$ cat src/rtl/mdio_master_param_if.sv
// Host-side bundle for the MDIO master: start/frame request, pad signals and read-back.
// The master modport is the controller's view; slave is the host/PHY-side view.
interface mdio_master_param_if;
  logic        MDIO_START;
  logic [31:0] T_DATA;
  logic        MDIO_IN;
  logic        MDIO_OUT;
  logic        MDIO_OE;
  logic        MDC;
  logic [15:0] RD_DATA;
  logic        DATA_RDY;
  logic        BUSY;
  logic        ERR;

  modport master (
    input  MDIO_START, T_DATA, MDIO_IN,
    output MDIO_OUT, MDIO_OE, MDC, RD_DATA, DATA_RDY, BUSY, ERR
  );

  modport slave (
    output MDIO_START, T_DATA, MDIO_IN,
    input  MDIO_OUT, MDIO_OE, MDC, RD_DATA, DATA_RDY, BUSY, ERR
  );
endinterface

$ cat src/rtl/mdio_master_param.sv
// Parametrised MDIO management master: preamble + 32-bit C22/C45 frame, MDC from a clk
// divider, read data captured on MDC rising edges and returned with a one-clk ready pulse.
//
// state    | meaning
// ---------+-------------------------------------------------------------
// S_IDLE   | waiting for MDIO_START; invalid requests pulse ERR here
// S_PRE    | driving PRE_LEN preamble ones
// S_FRAME  | shifting frame bits 31..0; pad released from bit 17 on reads
// S_FINISH | one cycle: pad released, DATA_RDY on reads, back to idle
module mdio_master_param #(
  parameter int CLK_DIV = 4,
  parameter int PRE_LEN = 32
) (
  input logic                 clk,
  input logic                 RESET,
  mdio_master_param_if.master bus
);

  localparam int              DIV_W    = (CLK_DIV > 1) ? $clog2(CLK_DIV) : 1;
  localparam logic [DIV_W-1:0] DIV_MAX = DIV_W'(CLK_DIV - 1);
  localparam bit              HAS_PRE  = (PRE_LEN > 0);
  localparam logic [4:0]      PRE_LAST = HAS_PRE ? 5'(PRE_LEN - 1) : 5'd0;

  typedef enum logic [1:0] {S_IDLE, S_PRE, S_FRAME, S_FINISH} state_t;

  state_t            r_state;
  state_t            w_state_nxt;
  logic [31:0]       r_frame;
  logic              r_is_read;
  logic [DIV_W-1:0]  r_div_cnt;
  logic              r_mdc;
  logic [4:0]        r_bit_cnt;
  logic [15:0]       r_rd_shift;
  logic [15:0]       r_rd_data;
  logic              r_err;

  logic [1:0]        w_st;
  logic [1:0]        w_op;
  logic              w_req_rd;
  logic              w_req_wr;
  logic              w_tick;
  logic              w_bit_end;
  logic              w_last_bit;
  logic              w_release;
  logic              w_busy;
  logic              w_oe;
  logic              w_out;
  logic              w_mdc;
  logic              w_rdy;

  always_comb begin
    w_st       = bus.T_DATA[31:30];
    w_op       = bus.T_DATA[29:28];
    w_req_rd   = ((w_st == 2'b01) && (w_op == 2'b10)) || ((w_st == 2'b00) && w_op[1]);
    w_req_wr   = ((w_st == 2'b01) && (w_op == 2'b01)) || ((w_st == 2'b00) && !w_op[1]);
    w_tick     = (r_div_cnt == '0);
    w_bit_end  = w_tick && r_mdc;
    w_last_bit = (r_bit_cnt == 5'd0);
    w_release  = r_is_read && (r_bit_cnt <= 5'd17);
  end

  always_comb begin
    w_state_nxt = r_state;
    w_busy      = 1'b0;
    w_oe        = 1'b0;
    w_out       = 1'b0;
    w_mdc       = 1'b0;
    w_rdy       = 1'b0;
    case (r_state)
      S_IDLE: begin
        if (bus.MDIO_START && (w_req_rd || w_req_wr))
          w_state_nxt = HAS_PRE ? S_PRE : S_FRAME;
      end
      S_PRE: begin
        w_busy = 1'b1;
        w_oe   = 1'b1;
        w_out  = 1'b1;
        w_mdc  = r_mdc;
        if (w_bit_end && w_last_bit)
          w_state_nxt = S_FRAME;
      end
      S_FRAME: begin
        w_busy = 1'b1;
        w_oe   = !w_release;
        w_out  = w_release ? 1'b0 : r_frame[r_bit_cnt];
        w_mdc  = r_mdc;
        if (w_bit_end && w_last_bit)
          w_state_nxt = S_FINISH;
      end
      S_FINISH: begin
        w_rdy       = r_is_read;
        w_state_nxt = S_IDLE;
      end
      default: w_state_nxt = S_IDLE;
    endcase
  end

  always_ff @(posedge clk or negedge RESET) begin
    if (!RESET)
      r_state <= S_IDLE;
    else
      r_state <= w_state_nxt;
  end

  always_ff @(posedge clk or negedge RESET) begin
    if (!RESET) begin
      r_frame    <= '0;
      r_is_read  <= 1'b0;
      r_div_cnt  <= '0;
      r_mdc      <= 1'b0;
      r_bit_cnt  <= '0;
      r_rd_shift <= '0;
      r_rd_data  <= '0;
      r_err      <= 1'b0;
    end else begin
      r_err <= 1'b0;
      case (r_state)
        S_IDLE: begin
          if (bus.MDIO_START) begin
            if (w_req_rd || w_req_wr) begin
              r_frame   <= bus.T_DATA;
              r_is_read <= w_req_rd;
              r_div_cnt <= DIV_MAX;
              r_mdc     <= 1'b0;
              r_bit_cnt <= HAS_PRE ? PRE_LAST : 5'd31;
            end else begin
              r_err <= 1'b1;
            end
          end
        end
        S_PRE, S_FRAME: begin
          // PHY data is taken on the clk edge that raises MDC, bits 15..0 only.
          if ((r_state == S_FRAME) && r_is_read && !r_mdc && w_tick && (r_bit_cnt <= 5'd15))
            r_rd_shift <= {r_rd_shift[14:0], bus.MDIO_IN};
          if (w_tick) begin
            r_div_cnt <= DIV_MAX;
            r_mdc     <= ~r_mdc;
            if (r_mdc) begin
              if (w_last_bit) begin
                if (r_state == S_PRE)
                  r_bit_cnt <= 5'd31;
                else if (r_is_read)
                  r_rd_data <= r_rd_shift;
              end else begin
                r_bit_cnt <= r_bit_cnt - 5'd1;
              end
            end
          end else begin
            r_div_cnt <= r_div_cnt - 1'b1;
          end
        end
        default: ;
      endcase
    end
  end

  assign bus.MDIO_OUT = w_out;
  assign bus.MDIO_OE  = w_oe;
  assign bus.MDC      = w_mdc;
  assign bus.BUSY     = w_busy;
  assign bus.DATA_RDY = w_rdy;
  assign bus.RD_DATA  = r_rd_data;
  assign bus.ERR      = r_err;

endmodule

$ cat src/flat_wrapper.sv
// flat-port wrapper written by rule: the top's interface ports become plain ports
module mdio_master_param_flat 
#(
  parameter int CLK_DIV = 4,
  parameter int PRE_LEN = 32
)
  (clk, RESET, bus_MDIO_START, bus_T_DATA, bus_MDIO_IN, bus_MDIO_OUT, bus_MDIO_OE, bus_MDC, bus_RD_DATA, bus_DATA_RDY, bus_BUSY, bus_ERR);
  mdio_master_param_if bus_i ();
  input logic clk;
  input logic RESET;
  input wire logic [$bits(bus_i.MDIO_START)-1:0] bus_MDIO_START;
  input wire logic [$bits(bus_i.T_DATA)-1:0] bus_T_DATA;
  input wire logic [$bits(bus_i.MDIO_IN)-1:0] bus_MDIO_IN;
  output wire logic [$bits(bus_i.MDIO_OUT)-1:0] bus_MDIO_OUT;
  output wire logic [$bits(bus_i.MDIO_OE)-1:0] bus_MDIO_OE;
  output wire logic [$bits(bus_i.MDC)-1:0] bus_MDC;
  output wire logic [$bits(bus_i.RD_DATA)-1:0] bus_RD_DATA;
  output wire logic [$bits(bus_i.DATA_RDY)-1:0] bus_DATA_RDY;
  output wire logic [$bits(bus_i.BUSY)-1:0] bus_BUSY;
  output wire logic [$bits(bus_i.ERR)-1:0] bus_ERR;
  assign bus_i.MDIO_START = bus_MDIO_START;
  assign bus_i.T_DATA = bus_T_DATA;
  assign bus_i.MDIO_IN = bus_MDIO_IN;
  assign bus_MDIO_OUT = bus_i.MDIO_OUT;
  assign bus_MDIO_OE = bus_i.MDIO_OE;
  assign bus_MDC = bus_i.MDC;
  assign bus_RD_DATA = bus_i.RD_DATA;
  assign bus_DATA_RDY = bus_i.DATA_RDY;
  assign bus_BUSY = bus_i.BUSY;
  assign bus_ERR = bus_i.ERR;
  mdio_master_param #(.CLK_DIV(CLK_DIV), .PRE_LEN(PRE_LEN)) u_core (.clk(clk), .RESET(RESET), .bus(bus_i));
endmodule
$ cat config.mk
export PLATFORM = sky130hd
export DESIGN_NAME = mdio_master_param_flat
export DESIGN_NICKNAME = d
export VERILOG_FILES = /design/src/rtl/mdio_master_param_if.sv /design/src/rtl/mdio_master_param.sv /design/src/flat_wrapper.sv
export SDC_FILE = /design/constraint.sdc
export NUM_CORES = 1
export LEC_CHECK = 0
export CAP_MARGIN = 10
export CORE_MARGIN = 4
export CORE_UTILIZATION = 50
export CTS_BUF_LIST = sky130_fd_sc_hd__clkbuf_8
export CTS_CLUSTER_SIZE = 25
export DETAILED_ROUTE_END_ITERATION = 10
export GPL_TIMING_DRIVEN = 0
export PLACE_DENSITY = 0.83
export SKIP_CTS_REPAIR_TIMING = 1
export SLEW_MARGIN = 10
export SYNTH_ARGS = -nofsm -noshare
export SYNTH_HDL_FRONTEND = slang
export SYNTH_SLANG_ARGS = --single-unit
$ cat constraint.sdc
create_clock -name clk -period 4.16 [get_ports clk]
set_input_delay 0.832 -clock clk [delete_from_list [all_inputs] [get_ports clk]]
set_output_delay 0.832 -clock clk [all_outputs]
set_load 0.02 [all_outputs]
; Word-level counts from Yosys, hierarchy flattened
; Cells that the tools add are included.
[op_classes]
n_lt_le_gt_ge = 3
bitwise = 2
n_eq_ne = 14
muxes = 30
reduce_logical = 31
n_addsub = 2
[op_table]
columns = operator, n
row1 = $mux 5, 6
row2 = $logic_and 1x1->1, 12
row3 = $mux 2, 6
row4 = $ne 2x1->1 const B, 6
row5 = $reduce_and 6->1, 2
row6 = $mux 1, 11
row7 = $pmux 5 s2, 1
row8 = $reduce_and 3->1, 3
row9 = $pmux 2 s4, 1
row10 = $eq 2x1->1 const B, 3
row11 = $eq 2x2->1 const B, 3
row12 = $logic_not 2->1, 3
row13 = $lt 5x6->1 const B, 1
row14 = $pmux 1 s2, 3
row15 = $bmux 1 s5, 1
row16 = $le 5x4->1 const B, 1
row17 = $le 5x5->1 const B, 1
row18 = $logic_not 5->1, 1
row19 = $sub 5x1->5 const B, 1
row20 = $pmux 2 s2, 1
row21 = $reduce_and 4->1, 1
row22 = $logic_not 1->1, 3
row23 = $logic_or 1x1->1, 3
row24 = $ne 3x3->1 const B, 1
row25 = other kinds (6), 7
[word_totals]
elab_cells = 91
output_inout_bits = 22
regBits = 76
in_bits = 36

; Logic depth before layout (Yosys ltp)
; Gate-level depths: netlist of the first run.
[logic_depth]
word_depth = 7
depth_mapped = 9
ltp_nobuf = 7

; Worst setup path after synthesis of the first run
; OpenSTA, ideal clock, no wires.
[synth_timing]
path_kind = reg2out
startpoint = register u_core.r_bit_cnt[1]
endpoint = output bus_MDIO_OUT
arrival_ns = 2.137
required_ns = 3.328
path_slack_ns = 1.191
path_stages_with_launch = 9
path_buffers = 1
cell_sequence = dfrtp_1 > clkbuf_1 > inv_1 > ha_1 > o21bai_1 > a21oi_1 > o21a_1 > o21a_1 > a21boi_0
[synth_via]
elab_chain_cells = 4
elab_cells_between_ends = 6
[synth_rtl]
columns = element, line
row1 = "start, declared", mdio_master_param.sv:32  ; logic [4:0] r_bit_cnt;
row2 = "start signal, assigned", mdio_master_param.sv:125  ; r_bit_cnt <= HAS_PRE ? PRE_LAST : 5'd31;
row3 = "start signal, assigned", mdio_master_param.sv:145  ; r_bit_cnt <= r_bit_cnt - 5'd1;
row4 = $bmux 1 s5 / $le 5x5->1 (equally long branches), "mdio_master_param.sv:85, mdio_master_param.sv:59"
row5 = $mux 1 (implied by the code) / $logic_and 1x1->1 (equally long branches), "mdio_master_param.sv:85, mdio_master_param.sv:59"
row6 = $mux 1 *, mdio_master_param.sv:85  ; w_out = w_release ? 1'b0 : r_frame[r_bit_cnt];
row7 = $pmux 1 s2 *, mdio_master_param.sv:69  ; case (r_state)
row8 = "end, declared", flat_wrapper.sv:14  ; output wire logic [$bits(bus_i.MDIO_OUT)-1:0] bus_MDIO_OUT;
; Mark *: on every way between the ends. The rest lies on a longest branch, timed or not. The select of a mux whose other input is x is not followed.

; Final worst setup path of the first run
; Same ends and word-level chain as after synthesis.

==> results.cfg, run 1 <==
[status]
status = finished, final reports clean

[clocking]
clock_path_buffers = 2
cts-buffers-inserted = 9
clock_tree_from_tritoncts = yes
cts_htree_levels = 3
ctsRootBufferMaster = sky130_fd_sc_hd__clkbuf_8
cts.reportedPaths.clkPinSlew_ns = 0.09
clkLatencyLatePin_ns = 0.34
clock_sink_count = 76

[synth]
syn_nets = 312
postSynthAreaPerCell_um2 = 13.6
ys_ff_latch = 76
postSynthCellCount = 264
ys_async_sr_fraction_pct = 100
synth.cell_area_um2 = 3580
yosys_warns = 0
fraction_of_the_yosys_area_taken_by_sequential_cells_pct = 53.1
postSynth.topFlopCell = sky130_fd_sc_hd__dfrtp_1
synth_enable_flop_cells = 0
synth.lib_cells_used.distinct = 39

[floorplanning]
total_number_of_placement_rows = 30
fp.coreArea_um2 = 6870
design.die.area_um2 = 8580
start_util_pct = 52.1
die-width_um = 92.6
pin_count = 58
dieHeight_um = 92.6

[power]
irDropWorstVdd_v = 0.000259
design_power_total_mw = 1.37
static-leakage-power_nw = 2.15
pwr_density_cell_nw_per_um2 = 306

[worst_setup_path]
worst_path_largest_cell_delay_ns = 0.65
critical_path_buf_inv_count = 3
rrSetupSlack_ns = 1.60
worst_path_dominant_cell_family = buffers and inverters
cp_slowest_cell = sky130_fd_sc_hd__clkdlybuf4s50_1
path_cells = clkbuf_1, inv_1, ha_1, o21bai_1, a21oi_1, o21a_1, o21a_1, a21boi_0, clkdlybuf4s50_1
timing.critical_path.fanout_max = 10
endpoint_kind = output port
timing.critical_path.from_type = register
worstPathRequired_ns = 3.33
cp.arrival_ns = 3.16
path_class = reg2out
critical-path-top-cell-by-count = sky130_fd_sc_hd__o21a_1

[detailed_routing]
detailroute.via_count = 2273
drt_pass1_iterations = 4
antenna_left = 0
totalWireLength_um = 7000
detailed_route_drc_error_count = 0
route.detailed.vias_per_inst = 5.24
drt-initial-drc-count = 81
routedWlPerCell_um = 16.1

[global_routing]
antenna_found_initial = 0
pin_count_of_the_biggest_net_entering_global_routing = 46
overflow = 0
via_count_of_the_first_global_routing_pass = 2442
groute.usage.overall_pct = 18.0
grt_pass1_wl_um = 12000

[timing]
worst_tran_pin_value_ns = 0.704
hold_violations = 0
fmaxAchievable_ghz = 0.250
timing.final.setup_violations = 0
timing.slew.headroom_pct = 52.9
min_period_ns = 4.00
worst_clock_skew_ns = 0.00798
rsz0062_at_grt = no
slew_viol_final = 0
fin_setup_tns_ns = 0
layout_worst_path_cycle_share_pct = 96.1

[final_layout]
share_of_post_route_cells_with_drive_strength_above_1_pct = 29.9
area_delta_synth_final_pct = 25.5
antenna_cells = 0
stdcell_area_um2 = 4490
fin_nets = 381

[job]
maxCapViolCount = 0

[hold_path]
hold_class = in2async

[place]
post-dp-hpwl_um = 5080
portBuffers = 57
routabilityCongestion = 0.914
dpl_cell_area_um2 = 4290
area by class of cell:
class                   count  area, µm²
fillers                   506       2370
well taps                  96        120
multi-input cells         165       1560
flip-flops and latches     76       1900
clock buffers               9        124
repair buffers             58        588
inverters                  11       41.3
plain buffers              12       73.8
clock inverters             7       81.3
final timing paths:
check / start / to / cells after the start
worst max register to register: u_core.r_bit_cnt[1] / u_core.bus.RD_DATA[9] / 8
min in group clk: u_core.r_rd_shift[15] / u_core.bus.RD_DATA[15] / 1
worst min-delay path: RESET / u_core.r_frame[11] / 1
worst max-delay path: u_core.r_bit_cnt[1] / bus_MDIO_OUT / 9
max in group asynchronous: RESET / u_core.bus.RD_DATA[9] / 2
worst min register to register: u_core.r_rd_shift[15] / u_core.bus.RD_DATA[15] / 1
logic make-up after synthesis:
family | share of synthesized area [%]
mux | 27.7
flops | 53.1
simple gates | 6.74
compound gates | 4.82
buf+inv | 3.21
xor+xnor | 0.245
fa+ha+maj | 4.19
power by group:
part	internal [mW]	switching [mW]	leakage (nW)	total (mW)
registers	0.738	0.000324	1.04	0.739
logic	0.0319	0.0216	1.01	0.0535
clock network	0.287	0.296	0.101	0.582
total	1.06	0.317	2.15	1.37
Yosys cell counts, types with 3 or more instances:
cell                       instances  area, µm²
sky130_fd_sc_hd__mux2_2           54        608
sky130_fd_sc_hd__nor2_1           14       52.6
sky130_fd_sc_hd__ha_1             12        150
sky130_fd_sc_hd__inv_1            11       41.3
sky130_fd_sc_hd__and3_1            3       18.8
sky130_fd_sc_hd__nand2_1           9       33.8
sky130_fd_sc_hd__mux2_4           10        150
sky130_fd_sc_hd__buf_2             5       25.0
sky130_fd_sc_hd__o21ai_0           7       35.0
sky130_fd_sc_hd__dfrtp_1          76       1900
sky130_fd_sc_hd__nor3_1            4       20.0
sky130_fd_sc_hd__mux2i_1          12        120
sky130_fd_sc_hd__clkbuf_1          3       11.3
sky130_fd_sc_hd__nand3_1           3       15.0
sky130_fd_sc_hd__a21oi_1           6       30.0
sky130_fd_sc_hd__mux4_2            5        113
sky130_fd_sc_hd__nand2b_1          3       18.8
registers in the layout, summed over array words and instances, names as in the netlist:
name                cells
u_core.r_bit_cnt        5
u_core.r_div_cnt        2
u_core.r_rd_shift      16
u_core.bus.ERR          1
u_core.r_frame         32
u_core.bus.RD_DATA     16
u_core.r_state          2
u_core.r_mdc            1
u_core.r_is_read        1
placed cells by master, fill, tap and decap left out, types with 2 or more instances in the layout:
cell type                         count
sky130_fd_sc_hd__buf_6                2
sky130_fd_sc_hd__mux2i_1             12
sky130_fd_sc_hd__buf_4                3
sky130_fd_sc_hd__mux4_2               5
sky130_fd_sc_hd__inv_6                4
sky130_fd_sc_hd__mux2_4              10
sky130_fd_sc_hd__ha_1                12
sky130_fd_sc_hd__clkdlybuf4s50_1     56
sky130_fd_sc_hd__nand3_1              3
sky130_fd_sc_hd__nor2_1              14
sky130_fd_sc_hd__nand4_1              2
sky130_fd_sc_hd__nor3_1               4
sky130_fd_sc_hd__o21ai_0              7
sky130_fd_sc_hd__clkbuf_1             3
sky130_fd_sc_hd__buf_2                5
sky130_fd_sc_hd__and3_1               3
sky130_fd_sc_hd__nand2_1              9
sky130_fd_sc_hd__mux2_2              54
sky130_fd_sc_hd__o21a_1               2
sky130_fd_sc_hd__clkbuf_8             9
sky130_fd_sc_hd__and2_1               2
sky130_fd_sc_hd__inv_1               11
sky130_fd_sc_hd__dfrtp_1             76
sky130_fd_sc_hd__nand2b_1             3
sky130_fd_sc_hd__a21oi_1              6
layer usage:
layer | routed length [µm] | vias to the layer above | global-route usage (%)
li1 | - | 1074 | -
met1 | 3150 | 1132 | 23.6
met2 | 3470 | 53 | 29.3
met3 | 215 | 14 | 3.01
met4 | 170 | 0 | 8.30
met5 | 0 | - | 0
through the flow:
stage | utilization, % | worst slack, ns | hold slack, ns | std cells
after floorplan | - | 1.19 | 0.464 | 264
after global placement | 62.2 | -0.281 | 0.485 | 417
after detailed placement | 62.4 | 0.593 | 0.493 | 418
after CTS | 65.4 | 0.184 | 0.419 | 434
after global routing | 65.4 | 0.0331 | 0.430 | 434
final | 65.4 | 0.163 | 0.415 | 434
(Power assumes the default switching activity.)
==> inputs of run 2 (changes only) <==
--- a/config.mk
+++ b/config.mk
@@ -7,12 +7,12 @@
 export LEC_CHECK = 0
 export CAP_MARGIN = 10
 export CORE_MARGIN = 4
-export CORE_UTILIZATION = 50
+export CORE_UTILIZATION = 55
 export CTS_BUF_LIST = sky130_fd_sc_hd__clkbuf_8
 export CTS_CLUSTER_SIZE = 25
 export DETAILED_ROUTE_END_ITERATION = 10
 export GPL_TIMING_DRIVEN = 0
-export PLACE_DENSITY = 0.83
+export PLACE_DENSITY = 0.9
 export SKIP_CTS_REPAIR_TIMING = 1
 export SLEW_MARGIN = 10
 export SYNTH_ARGS = -nofsm -noshare
==> results.cfg, run 2 (synthesis results as in run 1) <==
[status]
status = finished, final reports clean

[power]
pwr_density_cell_nw_per_um2 = 319
static-leakage-power_nw = 2.17
irDropWorstVdd_v = 0.000215

[clocking]
cts_htree_levels = 3
clock_sink_count = 76
cts.reportedPaths.clkPinSlew_ns = 0.08
clock_path_buffers = 2
cts-buffers-inserted = 9
clock_tree_from_tritoncts = yes
ctsRootBufferMaster = sky130_fd_sc_hd__clkbuf_8
clkLatencyLatePin_ns = 0.34

[hold_path]
hold_class = in2async

[place]
post-dp-hpwl_um = 5130
placed_cells_incl_taps = 399
portBuffers = 57
dpl_worst_slack_ns = 0.591
routabilityCongestion = 0.868

[detailed_routing]
route.detailed.vias_per_inst = 5.53
routedWlPerCell_um = 17.5
detailed_route_drc_error_count = 0
detailroute.via_count = 2296
drt-initial-drc-count = 96
drt_pass1_iterations = 4
totalWireLength_um = 7260
antenna_left = 0

[floorplanning]
dieHeight_um = 88.7
total_number_of_placement_rows = 29
die-width_um = 88.7
pin_count = 58
start_util_pct = 56.4
design.die.area_um2 = 7870
fp.coreArea_um2 = 6350

[worst_setup_path]
timing.critical_path.fanout_max = 10
reg2reg_depth = 8
cp.arrival_ns = 3.17
worstPathRequired_ns = 3.33
endpoint_kind = output port
timing.critical_path.from_type = register
path_class = reg2out

[final_layout]
antenna_cells = 0
layout_commonest_cell = sky130_fd_sc_hd__dfrtp_1
top_register = u_core.r_frame
area_delta_synth_final_pct = 25.8
share_of_post_route_cells_with_drive_strength_above_1_pct = 29.9
final_cell_mix = sky130_fd_sc_hd__dfrtp_1 (76), sky130_fd_sc_hd__clkdlybuf4s50_1 (56), sky130_fd_sc_hd__mux2_2 (54), sky130_fd_sc_hd__nor2_1 (14)
largest_register_ffs = 32
fin_nets = 381
stdcell_count = 415
layout.filler_cells = 394

[global_routing]
grt_pass1_wl_um = 11900
antenna_found_initial = 0
via_count_of_the_first_global_routing_pass = 2421
pin_count_of_the_biggest_net_entering_global_routing = 58
groute.usage.overall_pct = 19.9
overflow = 0

[job]
maxCapViolCount = 0

[timing]
worst_tran_pin_value_ns = 0.724
slew_viol_final = 0
finalWorstSetupSlack_ns = 0.156
layout_worst_path_cycle_share_pct = 96.3
hold_violations = 0
min_period_ns = 4.00
timing.slew.headroom_pct = 51.5
timing.final.setup_violations = 0
rsz0062_at_grt = no
worst_clock_skew_ns = 0.00798
fmaxAchievable_ghz = 0.250
==> run 2: changes by cell type in the layout (fill, tap and decap cells not counted), sizes merged <==
cell / change
clkbuf: +1
clkinvlp: -1
clkinv: +1
bufinv: +1
inv: -2
==> run 2: layout make-up <==
cell class                      count  area (µm²)  area share, %
Timing Repair Buffer               58         596           13.2
Clock buffer                       10         138           3.05
Inverter                           11        41.3          0.916
Clock inverter                      6        95.1           2.11
Sequential cell                    76        1900           42.2
Tap cell                           77        96.3           2.14
Multi-Input combinational cell    165        1560           34.7
Buffer                             12        73.8           1.64
==> run 2: worst max-delay path: stages, from the launching register on <==
cell,delay [ns]
sky130_fd_sc_hd__dfrtp_1,0.38
sky130_fd_sc_hd__clkbuf_1,0.43
sky130_fd_sc_hd__inv_1,0.23
sky130_fd_sc_hd__ha_1,0.23
sky130_fd_sc_hd__o21bai_1,0.17
sky130_fd_sc_hd__a21oi_1,0.16
sky130_fd_sc_hd__o21a_1,0.13
sky130_fd_sc_hd__o21a_1,0.17
sky130_fd_sc_hd__a21boi_0,0.28
sky130_fd_sc_hd__clkdlybuf4s50_1,0.65
==> run 2: per-stage QoR <==
| stage | TNS, ns | hold WS, ns | utilization (%) | area (µm²) | power, mW |
|---|---|---|---|---|---|
| detailed placement | 0 | 0.493 | 67.3 | 4270 | 0.810 |
| global route | 0 | 0.372 | 71.0 | 4510 | 1.48 |
| CTS | 0 | 0.362 | 71.0 | 4510 | 1.45 |
| floorplan | 0 | 0.464 | - | 3580 | 0.757 |
| finish | 0 | 0.365 | 71.0 | 4510 | 1.44 |
| global placement | -17.44 | 0.483 | 66.9 | 4250 | 0.806 |
==> run 2: report_power, final <==
part / internal, mW / switching, mW / leakage (nW)
Sequential: 0.738 / 0.000372 / 1.04
Clock: 0.361 / 0.283 / 0.117
Combinational: 0.0327 / 0.0224 / 1.01
Total: 1.13 / 0.306 / 2.17
==> run 2: path summary, 6_finish.rpt <==
path	start	endpoint	slack (ns)
setup / recovery	u_core.r_bit_cnt[1]	bus_MDIO_OUT	0.16
hold / removal	RESET	u_core.bus.RD_DATA[8]	0.36
setup reg to reg	u_core.r_bit_cnt[1]	u_core.bus.RD_DATA[5]	1.60
hold reg to reg	u_core.r_frame[10]	u_core.r_frame[10]	0.51
max in group asynchronous	RESET	u_core.r_frame[27]	3.23
min in group clk	u_core.r_frame[10]	u_core.r_frame[10]	0.51
==> run 2: metal layers <==
metal	wire length, µm	GRT usage (%)
met1	3230	27.0
met2	3610	32.0
met3	269	2.98
met4	153	8.65
met5	0	0
==> patch (config.mk and constraints of run 1) <==
`CLK_DIV` is set to 4 in 2 places; all go to 8.
--- a/src/rtl/mdio_master_param.sv
+++ b/src/rtl/mdio_master_param.sv
@@ -8,7 +8,7 @@
 // S_FRAME  | shifting frame bits 31..0; pad released from bit 17 on reads
 // S_FINISH | one cycle: pad released, DATA_RDY on reads, back to idle
 module mdio_master_param #(
-  parameter int CLK_DIV = 4,
+  parameter int CLK_DIV = 8,
   parameter int PRE_LEN = 32
 ) (
   input logic                 clk,
--- a/src/flat_wrapper.sv
+++ b/src/flat_wrapper.sv
@@ -1,7 +1,7 @@
 // flat-port wrapper written by rule: the top's interface ports become plain ports
 module mdio_master_param_flat 
 #(
-  parameter int CLK_DIV = 4,
+  parameter int CLK_DIV = 8,
   parameter int PRE_LEN = 32
 )
   (clk, RESET, bus_MDIO_START, bus_T_DATA, bus_MDIO_IN, bus_MDIO_OUT, bus_MDIO_OE, bus_MDC, bus_RD_DATA, bus_DATA_RDY, bus_BUSY, bus_ERR);
Formal check against the unedited RTL: not equivalent (Yosys sat finds a counterexample within 10 cycles, from zero or initial values and one cycle with RESET low).
==> patch against run 1 <==
- clock skew grew 0.0031 ns
- power grew 2.4%
- clock power grew 4.1%
- fmax grew 0.50%
- worst hold slack lost 0.029 ns
- utilization shrank 1.4 points
- sequential cell count grew 1
- cell area grew 2.8%
- setup slack gained 0.020 ns
- wire length grew 4.6%
- synthesized area grew 2.9%
- highest routed layer unchanged
==> patch: results (changes against run 1) <==
[placement]
dp.cells = 433  ; +3.6%
hpwl_microns = 5382  ; +6.0%
gp_congestion = 0.8619  ; -5.7%

[logic_synthesis]
ys_types = 45  ; +15%
synth.area.top_cells = dfrtp_1 (52%), mux2_2 (20%), ha_1 (4.4%), mux4_2 (3.1%), mux2i_1 (2.4%)
muxShareOfSynthArea = 0.2567  ; -0.02002
synth_adder_area_share = 0.04414  ; +0.002214
syn_nets = 325  ; +4.2%
ys_seq_area_frac = 0.5229  ; -0.008177
synthTopCellsByCount = dfrtp_1 (77), mux2_2 (66), ha_1 (13)
synth.avg_cell_area_sq_um = 13.35  ; -1.6%

[pwr]
p_leak_uw = 0.002179  ; +1.5%
p_int_uw = 1072  ; +1.5%

[sta]
slew_headroom = 0.4519  ; -0.07698
skew_ns = 0.01110  ; +0.003119 ns

[detailed_routing]
drt-initial-drc-count = 136  ; +68%
post_drt_via_cell_ratio = 5.434  ; +3.8%

[grt]
grt_pass1_vias = 2645  ; +8.3%
grt_max_degree = 52  ; +13%
grt_pass1_wl_microns = 12590  ; +5.1%

[status]
status = finished, final reports clean

[cells_and_area]
drive_above_1_share = 0.2971  ; -0.001674
final_nets = 394  ; +3.4%
final_cells = 449  ; +3.5%

[clock_network]
worstSkewPairLatency_ns = 0.36  ; +0.02 ns

==> patch: stage by stage <==
stage	setup TNS [ns]	area, sq um	setup slack [ns]
final	0	4621	0.1830
after global placement	-24.70	4379	-0.3261
after global routing	0	4621	0.03889
after floorplan	0	3685	1.137
after detailed placement	0	4404	0.6109
after CTS	0	4621	0.2111
==> patch: worst paths after layout <==
path                                          from                endpoint  slack [ns]  cells past startpoint
worst max-delay path             u_core.r_state[1]            bus_MDIO_OUT        0.18                      6
worst min-delay path                         RESET  u_core.bus.RD_DATA[15]        0.39                      1
worst max register to register   u_core.r_state[1]    u_core.r_rd_shift[3]        1.30                      7
worst min register to register  u_core.r_frame[31]      u_core.r_frame[31]        0.51                      1
max in group asynchronous                    RESET      u_core.r_frame[22]        3.21                      2
min in group clk                u_core.r_frame[31]      u_core.r_frame[31]        0.51                      1
==> patch: routing by layer <==
metal | part of all wire | wire (microns) | GRT usage
met1 | 0.45 | 3316 | 0.2434
met2 | 0.49 | 3554 | 0.2868
met3 | 0.032 | 234 | 0.04247
met4 | 0.030 | 216 | 0.08424
met5 | 0 | 0 | 0
==> patch: area by class of cell <==
cell class	count	area (sq um)
Fill cell	571	2594
Timing Repair Buffer	58	595.6
Clock buffer	9	123.9
Inverter	9	33.78
Multi-Input combinational cell	174	1647
Clock inverter	7	92.59
Buffer	16	77.57
Sequential cell	77	1927
Tap cell	99	123.9
==> patch: power by group through the flow <==
stage	clock network, uW	registers, uW	logic, uW
global route	652	748	60.5
global placement	0	763	51.7
CTS	614	748	55.9
floorplan	0	763	2.69
finish	606	748	54.5
detailed placement	0	763	55.7
==> patch: kinds of logic after synthesis <==
family | Yosys count
flops | 77
mux | 80
xor+xnor | 1
buf+inv | 25
compound gates | 27
simple gates | 53
fa+ha+maj | 13
==> patch: critical path, cell delays in order (launching register included) <==
cell             delay [ns]
dfrtp_1                0.45
inv_1                  0.12
ha_1                   0.33
clkbuf_1               0.34
or4b_1                 0.50
a221oi_1               0.37
clkdlybuf4s50_1        0.67
